<file path="src/rtl/tv80_bus_responder_pkg.sv">
// Shared definitions for TV80 bus-side target blocks: FSM encodings, defaults, strobe decode.
// Latency: n/a (types, constants and pure decode functions only).
// Backpressure: n/a.
package tv80_bus_responder_pkg;

    typedef logic [7:0] byte_t;

    typedef enum logic [2:0] {
        ST_IDLE    = 3'd0,
        ST_REQ     = 3'd1,
        ST_STRETCH = 3'd2,
        ST_DONE    = 3'd3,
        ST_ABORT   = 3'd4
    } state_e;

    localparam byte_t IDLE_DATA_DFLT = 8'hFF;

    // Backend command captured when a CPU access starts; held stable for the whole request.
    typedef struct packed {
        logic        we;
        logic        io;
        logic [15:0] addr;
        byte_t       wdata;
    } bk_cmd_t;

    // A real memory or I/O read/write. Refresh (mreq with rfsh low) is excluded, and
    // iorq together with m1 is an interrupt acknowledge, not an I/O access.
    function automatic logic cpu_strobe(input logic mreq_n, input logic iorq_n,
                                        input logic rd_n, input logic wr_n,
                                        input logic rfsh_n, input logic m1_n);
        return ((~mreq_n & rfsh_n) | (~iorq_n & m1_n)) & (~rd_n | ~wr_n);
    endfunction

    function automatic logic cpu_intack(input logic iorq_n, input logic m1_n);
        return ~iorq_n & ~m1_n;
    endfunction

endpackage

</file>
<file path="src/rtl/tv80_bus_responder_irq_ctl.sv">
// Interrupt control: irq rising-edge detect, pending flag driving int_n, IM2 vector capture.
// Latency: int_n falls one clock after the irq edge is sampled; vector valid one clock after ack.
// Backpressure: none; an edge coinciding with the acknowledge clear keeps the request pending.
// Ports: irq_i/irq_vec_i from the SoC, ack_i from the bus FSM (int-ack detected in IDLE),
//        int_n_o to the CPU, vec_o captured vector for the read-data mux.
module tv80_bus_responder_irq_ctl
    import tv80_bus_responder_pkg::*;
(
    input  logic  clk,
    input  logic  reset_n,
    input  logic  irq_i,
    input  byte_t irq_vec_i,
    input  logic  ack_i,
    output logic  int_n_o,
    output byte_t vec_o
);

    logic  irq_q;
    logic  pending_q, pending_d;
    byte_t vec_q, vec_d;

    always_comb begin
        // Set has priority over the acknowledge clear so a fresh edge is never lost.
        pending_d = (irq_i & ~irq_q) | (pending_q & ~ack_i);
        vec_d     = ack_i ? irq_vec_i : vec_q;
    end

    always_ff @(posedge clk or negedge reset_n) begin
        if (!reset_n) begin
            irq_q     <= 1'b0;
            pending_q <= 1'b0;
            vec_q     <= '0;
        end else begin
            irq_q     <= irq_i;
            pending_q <= pending_d;
            vec_q     <= vec_d;
        end
    end

    assign int_n_o = ~pending_q;
    assign vec_o   = vec_q;

endmodule

</file>
<file path="src/rtl/tv80_bus_responder.sv">
// TV80 external-bus target: turns CPU memory/I/O cycles into backend req/ack transactions.
// Latency: wait_n low from the first strobe clock until backend ack, plus MIN_WAIT clocks.
// Backpressure: CPU stalled via wait_n; bk_req held until bk_ack, no new request meanwhile.
// Ports: CPU pins (m1_n/mreq_n/iorq_n/rd_n/wr_n/rfsh_n/a/cpu_dout in, cpu_di/wait_n/int_n out),
//        irq_i/irq_vec_i interrupt source, bk_* synchronous backend request/ack port.
module tv80_bus_responder
    import tv80_bus_responder_pkg::*;
#(
    parameter int unsigned MIN_WAIT  = 0,
    parameter byte_t       IDLE_DATA = IDLE_DATA_DFLT
) (
    input  logic        clk,
    input  logic        reset_n,
    input  logic        m1_n_i,
    input  logic        mreq_n_i,
    input  logic        iorq_n_i,
    input  logic        rd_n_i,
    input  logic        wr_n_i,
    input  logic        rfsh_n_i,
    input  logic [15:0] a_i,
    input  logic [7:0]  cpu_dout_i,
    output logic [7:0]  cpu_di_o,
    output logic        wait_n_o,
    output logic        int_n_o,
    input  logic        irq_i,
    input  logic [7:0]  irq_vec_i,
    output logic        bk_req_o,
    output logic        bk_we_o,
    output logic        bk_io_o,
    output logic [15:0] bk_addr_o,
    output logic [7:0]  bk_wdata_o,
    input  logic        bk_ack_i,
    input  logic [7:0]  bk_rdata_i
);

    localparam logic [3:0] STRETCH_LOAD = 4'(MIN_WAIT);

    state_e     state_q, state_d;
    bk_cmd_t    cmd_q, cmd_d;
    logic       bk_req_q, bk_req_d;
    byte_t      cpu_di_q, cpu_di_d;
    logic       di_vec_q, di_vec_d;
    logic [3:0] cnt_q, cnt_d;

    logic       strobe;
    logic       intack;
    logic       cmd_load;
    logic       ack_take;
    logic       rd_load;
    logic       vec_load;
    logic       stretch_load;
    logic       di_clr;
    byte_t      vec;

    assign strobe = cpu_strobe(mreq_n_i, iorq_n_i, rd_n_i, wr_n_i, rfsh_n_i, m1_n_i);
    assign intack = cpu_intack(iorq_n_i, m1_n_i);

    // ---------------- FSM: state register ----------------
    always_ff @(posedge clk or negedge reset_n) begin
        if (!reset_n) begin
            state_q <= ST_IDLE;
        end else begin
            state_q <= state_d;
        end
    end

    // ---------------- FSM: next state ----------------
    always_comb begin
        state_d = state_q;
        unique case (state_q)
            ST_IDLE: begin
                if (strobe) begin
                    state_d = ST_REQ;
                end else if (intack) begin
                    state_d = ST_DONE;
                end
            end
            ST_REQ: begin
                // An ack in the same clock the strobe vanishes closes the transaction
                // outright; waiting in ABORT for a second ack would never end.
                if (bk_ack_i) begin
                    if (!strobe) begin
                        state_d = ST_IDLE;
                    end else if (MIN_WAIT > 0) begin
                        state_d = ST_STRETCH;
                    end else begin
                        state_d = ST_DONE;
                    end
                end else if (!strobe) begin
                    state_d = ST_ABORT;
                end
            end
            ST_STRETCH: begin
                if (cnt_q <= 4'd1) begin
                    state_d = ST_DONE;
                end
            end
            ST_DONE: begin
                if (!strobe && !intack) begin
                    state_d = ST_IDLE;
                end
            end
            ST_ABORT: begin
                if (bk_ack_i) begin
                    state_d = ST_IDLE;
                end
            end
            default: state_d = ST_IDLE;
        endcase
    end

    // ---------------- FSM: outputs and datapath controls ----------------
    always_comb begin
        // Combinational so the CPU sees wait low in the very T-state the strobe appears;
        // all inputs come straight from CPU flops, so no loop is formed.
        wait_n_o     = ~((strobe & (state_q != ST_DONE)) | (state_q == ST_STRETCH));
        cmd_load     = (state_q == ST_IDLE) & strobe;
        ack_take     = bk_ack_i & ((state_q == ST_REQ) | (state_q == ST_ABORT));
        rd_load      = (state_q == ST_REQ) & bk_ack_i & strobe & ~cmd_q.we;
        vec_load     = (state_q == ST_IDLE) & ~strobe & intack;
        stretch_load = (state_q == ST_REQ) & (state_d == ST_STRETCH);
        di_clr       = (state_q == ST_DONE) & (state_d == ST_IDLE);
    end

    // ---------------- Datapath next state ----------------
    always_comb begin
        cmd_d    = cmd_q;
        bk_req_d = bk_req_q;
        cpu_di_d = cpu_di_q;
        di_vec_d = di_vec_q;
        cnt_d    = cnt_q;

        if (cmd_load) begin
            cmd_d.we    = ~wr_n_i;
            cmd_d.io    = ~iorq_n_i;
            cmd_d.addr  = a_i;
            cmd_d.wdata = cpu_dout_i;
            bk_req_d    = 1'b1;
        end
        if (ack_take) begin
            bk_req_d = 1'b0;
        end
        if (rd_load) begin
            cpu_di_d = bk_rdata_i;
        end
        if (vec_load) begin
            di_vec_d = 1'b1;
        end
        if (di_clr) begin
            cpu_di_d = IDLE_DATA;
            di_vec_d = 1'b0;
        end
        if (stretch_load) begin
            cnt_d = STRETCH_LOAD;
        end else if (state_q == ST_STRETCH) begin
            cnt_d = cnt_q - 4'd1;
        end
    end

    always_ff @(posedge clk or negedge reset_n) begin
        if (!reset_n) begin
            cmd_q    <= '0;
            bk_req_q <= 1'b0;
            cpu_di_q <= IDLE_DATA;
            di_vec_q <= 1'b0;
            cnt_q    <= '0;
        end else begin
            cmd_q    <= cmd_d;
            bk_req_q <= bk_req_d;
            cpu_di_q <= cpu_di_d;
            di_vec_q <= di_vec_d;
            cnt_q    <= cnt_d;
        end
    end

    tv80_bus_responder_irq_ctl u_irq_ctl (
        .clk       (clk),
        .reset_n   (reset_n),
        .irq_i     (irq_i),
        .irq_vec_i (irq_vec_i),
        .ack_i     (vec_load),
        .int_n_o   (int_n_o),
        .vec_o     (vec)
    );

    // The vector lives in the irq block; a flag selects it during int-ack so cpu_di stays registered.
    assign cpu_di_o   = di_vec_q ? vec : cpu_di_q;
    assign bk_req_o   = bk_req_q;
    assign bk_we_o    = cmd_q.we;
    assign bk_io_o    = cmd_q.io;
    assign bk_addr_o  = cmd_q.addr;
    assign bk_wdata_o = cmd_q.wdata;

endmodule

</file>
<file path="config.mk">
export PLATFORM = sky130hd
export DESIGN_NAME = tv80_bus_responder
export DESIGN_NICKNAME = d
export VERILOG_FILES = /design/src/rtl/tv80_bus_responder_pkg.sv /design/src/rtl/tv80_bus_responder_irq_ctl.sv /design/src/rtl/tv80_bus_responder.sv
export SDC_FILE = /design/constraint.sdc
export NUM_CORES = 1
export LEC_CHECK = 0
export CAP_MARGIN = 5
export CORE_MARGIN = 8
export CORE_UTILIZATION = 42
export CTS_BUF_LIST = sky130_fd_sc_hd__clkbuf_8
export CTS_CLUSTER_SIZE = 8
export DETAILED_ROUTE_END_ITERATION = 10
export PLACE_DENSITY = 0.78
export SKIP_CTS_REPAIR_TIMING = 1
export SYNTH_ARGS = -nofsm -noshare
export SYNTH_HDL_FRONTEND = slang
export SYNTH_SLANG_ARGS = --single-unit
export TNS_END_PERCENT = 30
</file>
<file path="constraint.sdc">
create_clock -name clk -period 1.95 [get_ports clk]
set_clock_uncertainty 0.15 [all_clocks]
set_input_delay 0.2925 -clock clk [delete_from_list [all_inputs] [get_ports clk]]
set_output_delay 0.2925 -clock clk [all_outputs]
set_load 0.01 [all_outputs]
</file>
==> impl_metrics.yaml <==
clock_network:
  cts_tree: "yes"
  clk_pin_slew_worst_paths_ps: 100
  cts-root-buf: "clkbuf_8"
  max-clock-path-buffers: 2
  numCtsBuffers: 5
  clock_latency_ps: 300
  cts.sinks: 53
  htreeDepth: 2
floorplan:
  die_area_um2: 8380
  initial_core_util_pct: 43.5
  fp.dieW_um: 91.5
  die_height_um: 91.5
  core_um2: 5510
  std_cell_rows: 27
  ios: 87
critical_path:
  worstPathArrival_ps: 1940
  crit_slowest_cell: "dfrtp_1"
  cp_cell_sequence: "or3_4, a2111oi_4, buf_4, buf_12, mux2_4"
  startpoint_type: "flip-flop"
  crit_path_max_incr_delay_ps: 410
  worstPathRequired_ps: 1990
  end_kind: "flip-flop"
  critical_path_class: "reg2reg"
  critical_path.max_fanout: 6
placed_design:
  place.gp.congestion: 0.785
  io_buffers: 86
  dp_hpwl_um: 4340
global_routing:
  use_met2_pct: 23.4
  busiest_layer: "met2"
  grt_max_degree: 54
  gr-total-overflow: 0
  use_met3_pct: 7.65
  use_met1_pct: 15.1
  grt_pass1_wl_um: 9550
  antenna_found_initial: 1
  track_usage_pct: 14.0
  grt_pass1_vias: 1975
route:
  via_per_inst: 5.04
  vias: 1806
  drt-total-wl_um: 6010
  wl_per_cell_um: 16.8
  dr.pass1.iters: 4
  drt-initial-drc-count: 58
  drc_errors: 0
  antenna_left: 0
power:
  p_sw_share_pct: 31.7
  power.density_nw_per_um2: 1450
  p_seq_share_pct: 38.0
  peakVddDrop_mv: 0.784
  p_sw_mw: 1.68
  power_leakage_nw: 1.63
  p_comb_share_pct: 49.9
  p_int_mw: 3.62
  power_frac_clock_pct: 12.1
timing:
  final-setup-viol-count: 0
  drv_slew: 0
  rsz0062_at_grt: "no"
  worst_pin_slew_ps: 317
  hold_viol_final: 0
  setup_tns_ps: 0
  slew_headroom_pct: 78.6
  fin_crit_ps: 1900
  max_freq_mhz: 527
  fin_crit_sh_pct: 97.3
finish:
  areaGrowthSynthToFinish_pct: 52.2
  finish.utilization_pct: 66.2
  n_antenna_cell: 0
  drive_above_1_share_pct: 31.8
  layout.cells.most_common_list: "clkdlybuf4s50_1, dfrtp_1, mux2_2, buf_4, dlymetal6s2s_1"
  fin_nets: 337
  final_common_cell: "clkdlybuf4s50_1"
yosys:
  ys.warnings.count: 0
  ys_ff_latch: 53
  synth_enable_flop_cells: 0
  syn_area_um2: 2400
  ys_seq_area_share_pct: 55.8
  syn_inst: 178
  synth_fp_nets: 230
  ys.flop_type: "dfrtp_1"
  avgSynthCellArea_um2: 13.5
  synth.distinct_cells: 36
  synth_async_sr_flop_share_pct: 100
job:
  cap_violations: 0
outcome:
  status: "finished clean"
hold_path:
  hold_class: "in2reg"
## per-stage QoR
step | hold slack [ps] | cell area, µm² | total power [mW] | setup slack (ps) | std cells
after floorplan | -153 | 2400 | 3.32 | 109 | 178
after global placement | 160 | 3440 | 4.57 | -481 | 344
after detailed placement | 161 | 3440 | 4.65 | -507 | 344
after CTS | -177 | 3540 | 5.32 | -507 | 352
after global routing | 147 | 3650 | 5.65 | 9.83 | 358
final | 140 | 3650 | 5.30 | 53.4 | 358
## Yosys cell counts (all sizes together), types with 3 or more instances
master / n / area [µm²]
nor2: 8 / 30.0
nor4b: 7 / 61.3
nand2: 8 / 30.0
buf: 7 / 47.5
o21ai: 6 / 30.0
dfstp: 8 / 210
mux2: 40 / 477
a211o: 8 / 70.1
dfrtp: 45 / 1130
inv: 8 / 30.0
clkbuf: 3 / 12.5
o211ai: 3 / 36.3
or3: 3 / 23.8
## worst max-delay path, delay by kind of cell, from the launching register on
family	cells	cell delay [ps]
DFF	1	410
AOI/OAI and AO/OA	1	180
buffers and inverters	2	320
and+or+nand+nor	1	410
muxes	1	300
## path summary, 6_finish.rpt
path	startpoint	cells after the start	end	slack, ps
max in group asynchronous	reset_n	3	cpu_di_q[5]	1010
min reg2reg	u_irq_ctl.irq_q	1	u_irq_ctl.pending_q	290
min	wr_n_i	2	bk_we_o	140
max	state_q[1]	5	u_irq_ctl.vec_o[7]	50
max reg2reg	state_q[1]	5	u_irq_ctl.vec_o[7]	50
min in group asynchronous	reset_n	3	u_irq_ctl.vec_o[2]	340
## power by group through the flow
stage | Clock (mW) | Sequential (mW) | Combinational, mW
after floorplan | 0 | 2.08 | 1.24
after global placement | 0 | 2.03 | 2.55
after detailed placement | 0 | 2.06 | 2.59
after CTS | 0.669 | 2.05 | 2.60
after global routing | 0.704 | 2.09 | 2.86
final | 0.642 | 2.01 | 2.64
## per-layer routing
| layer | vias to the layer above | routed length [µm] |
|---|---|---|
| li1 | 844 | - |
| met1 | 895 | 2410 |
| met2 | 59 | 2930 |
| met3 | 6 | 615 |
| met4 | 2 | 44 |
| met5 | - | 13 |
## layout make-up
cell class / instances / area (µm²)
Tap cell: 72 / 90.1
Timing Repair Buffer: 110 / 1110
Fill cell: 423 / 1860
Clock inverter: 2 / 13.8
Sequential cell: 53 / 1340
Multi-Input combinational cell: 107 / 980
Inverter: 8 / 30.0
Clock buffer: 6 / 82.6
## cells by family after synthesis
kind of cell	after synthesis	synth area share, %
AND/OR/NAND/NOR	38	9.71
adder cells (fa/ha/maj)	2	1.04
multiplexers	40	19.9
XOR/XNOR	3	1.10
AO/OA/AOI/OAI	24	8.72
flip-flops	53	55.8
buffers and inverters	18	3.76
## flip-flops by register name (all words and copies together), names as in the netlist
name	count
bk_addr_o	16
bk_wdata_o	8
cpu_di_q	8
u_irq_ctl.vec_o	8
cnt_q	4
state_q	3
bk_io_o	1
bk_req_o	1
bk_we_o	1
di_vec_q	1
u_irq_ctl.irq_q	1
u_irq_ctl.pending_q	1
Note: power is estimated with default switching activity, not from simulation.
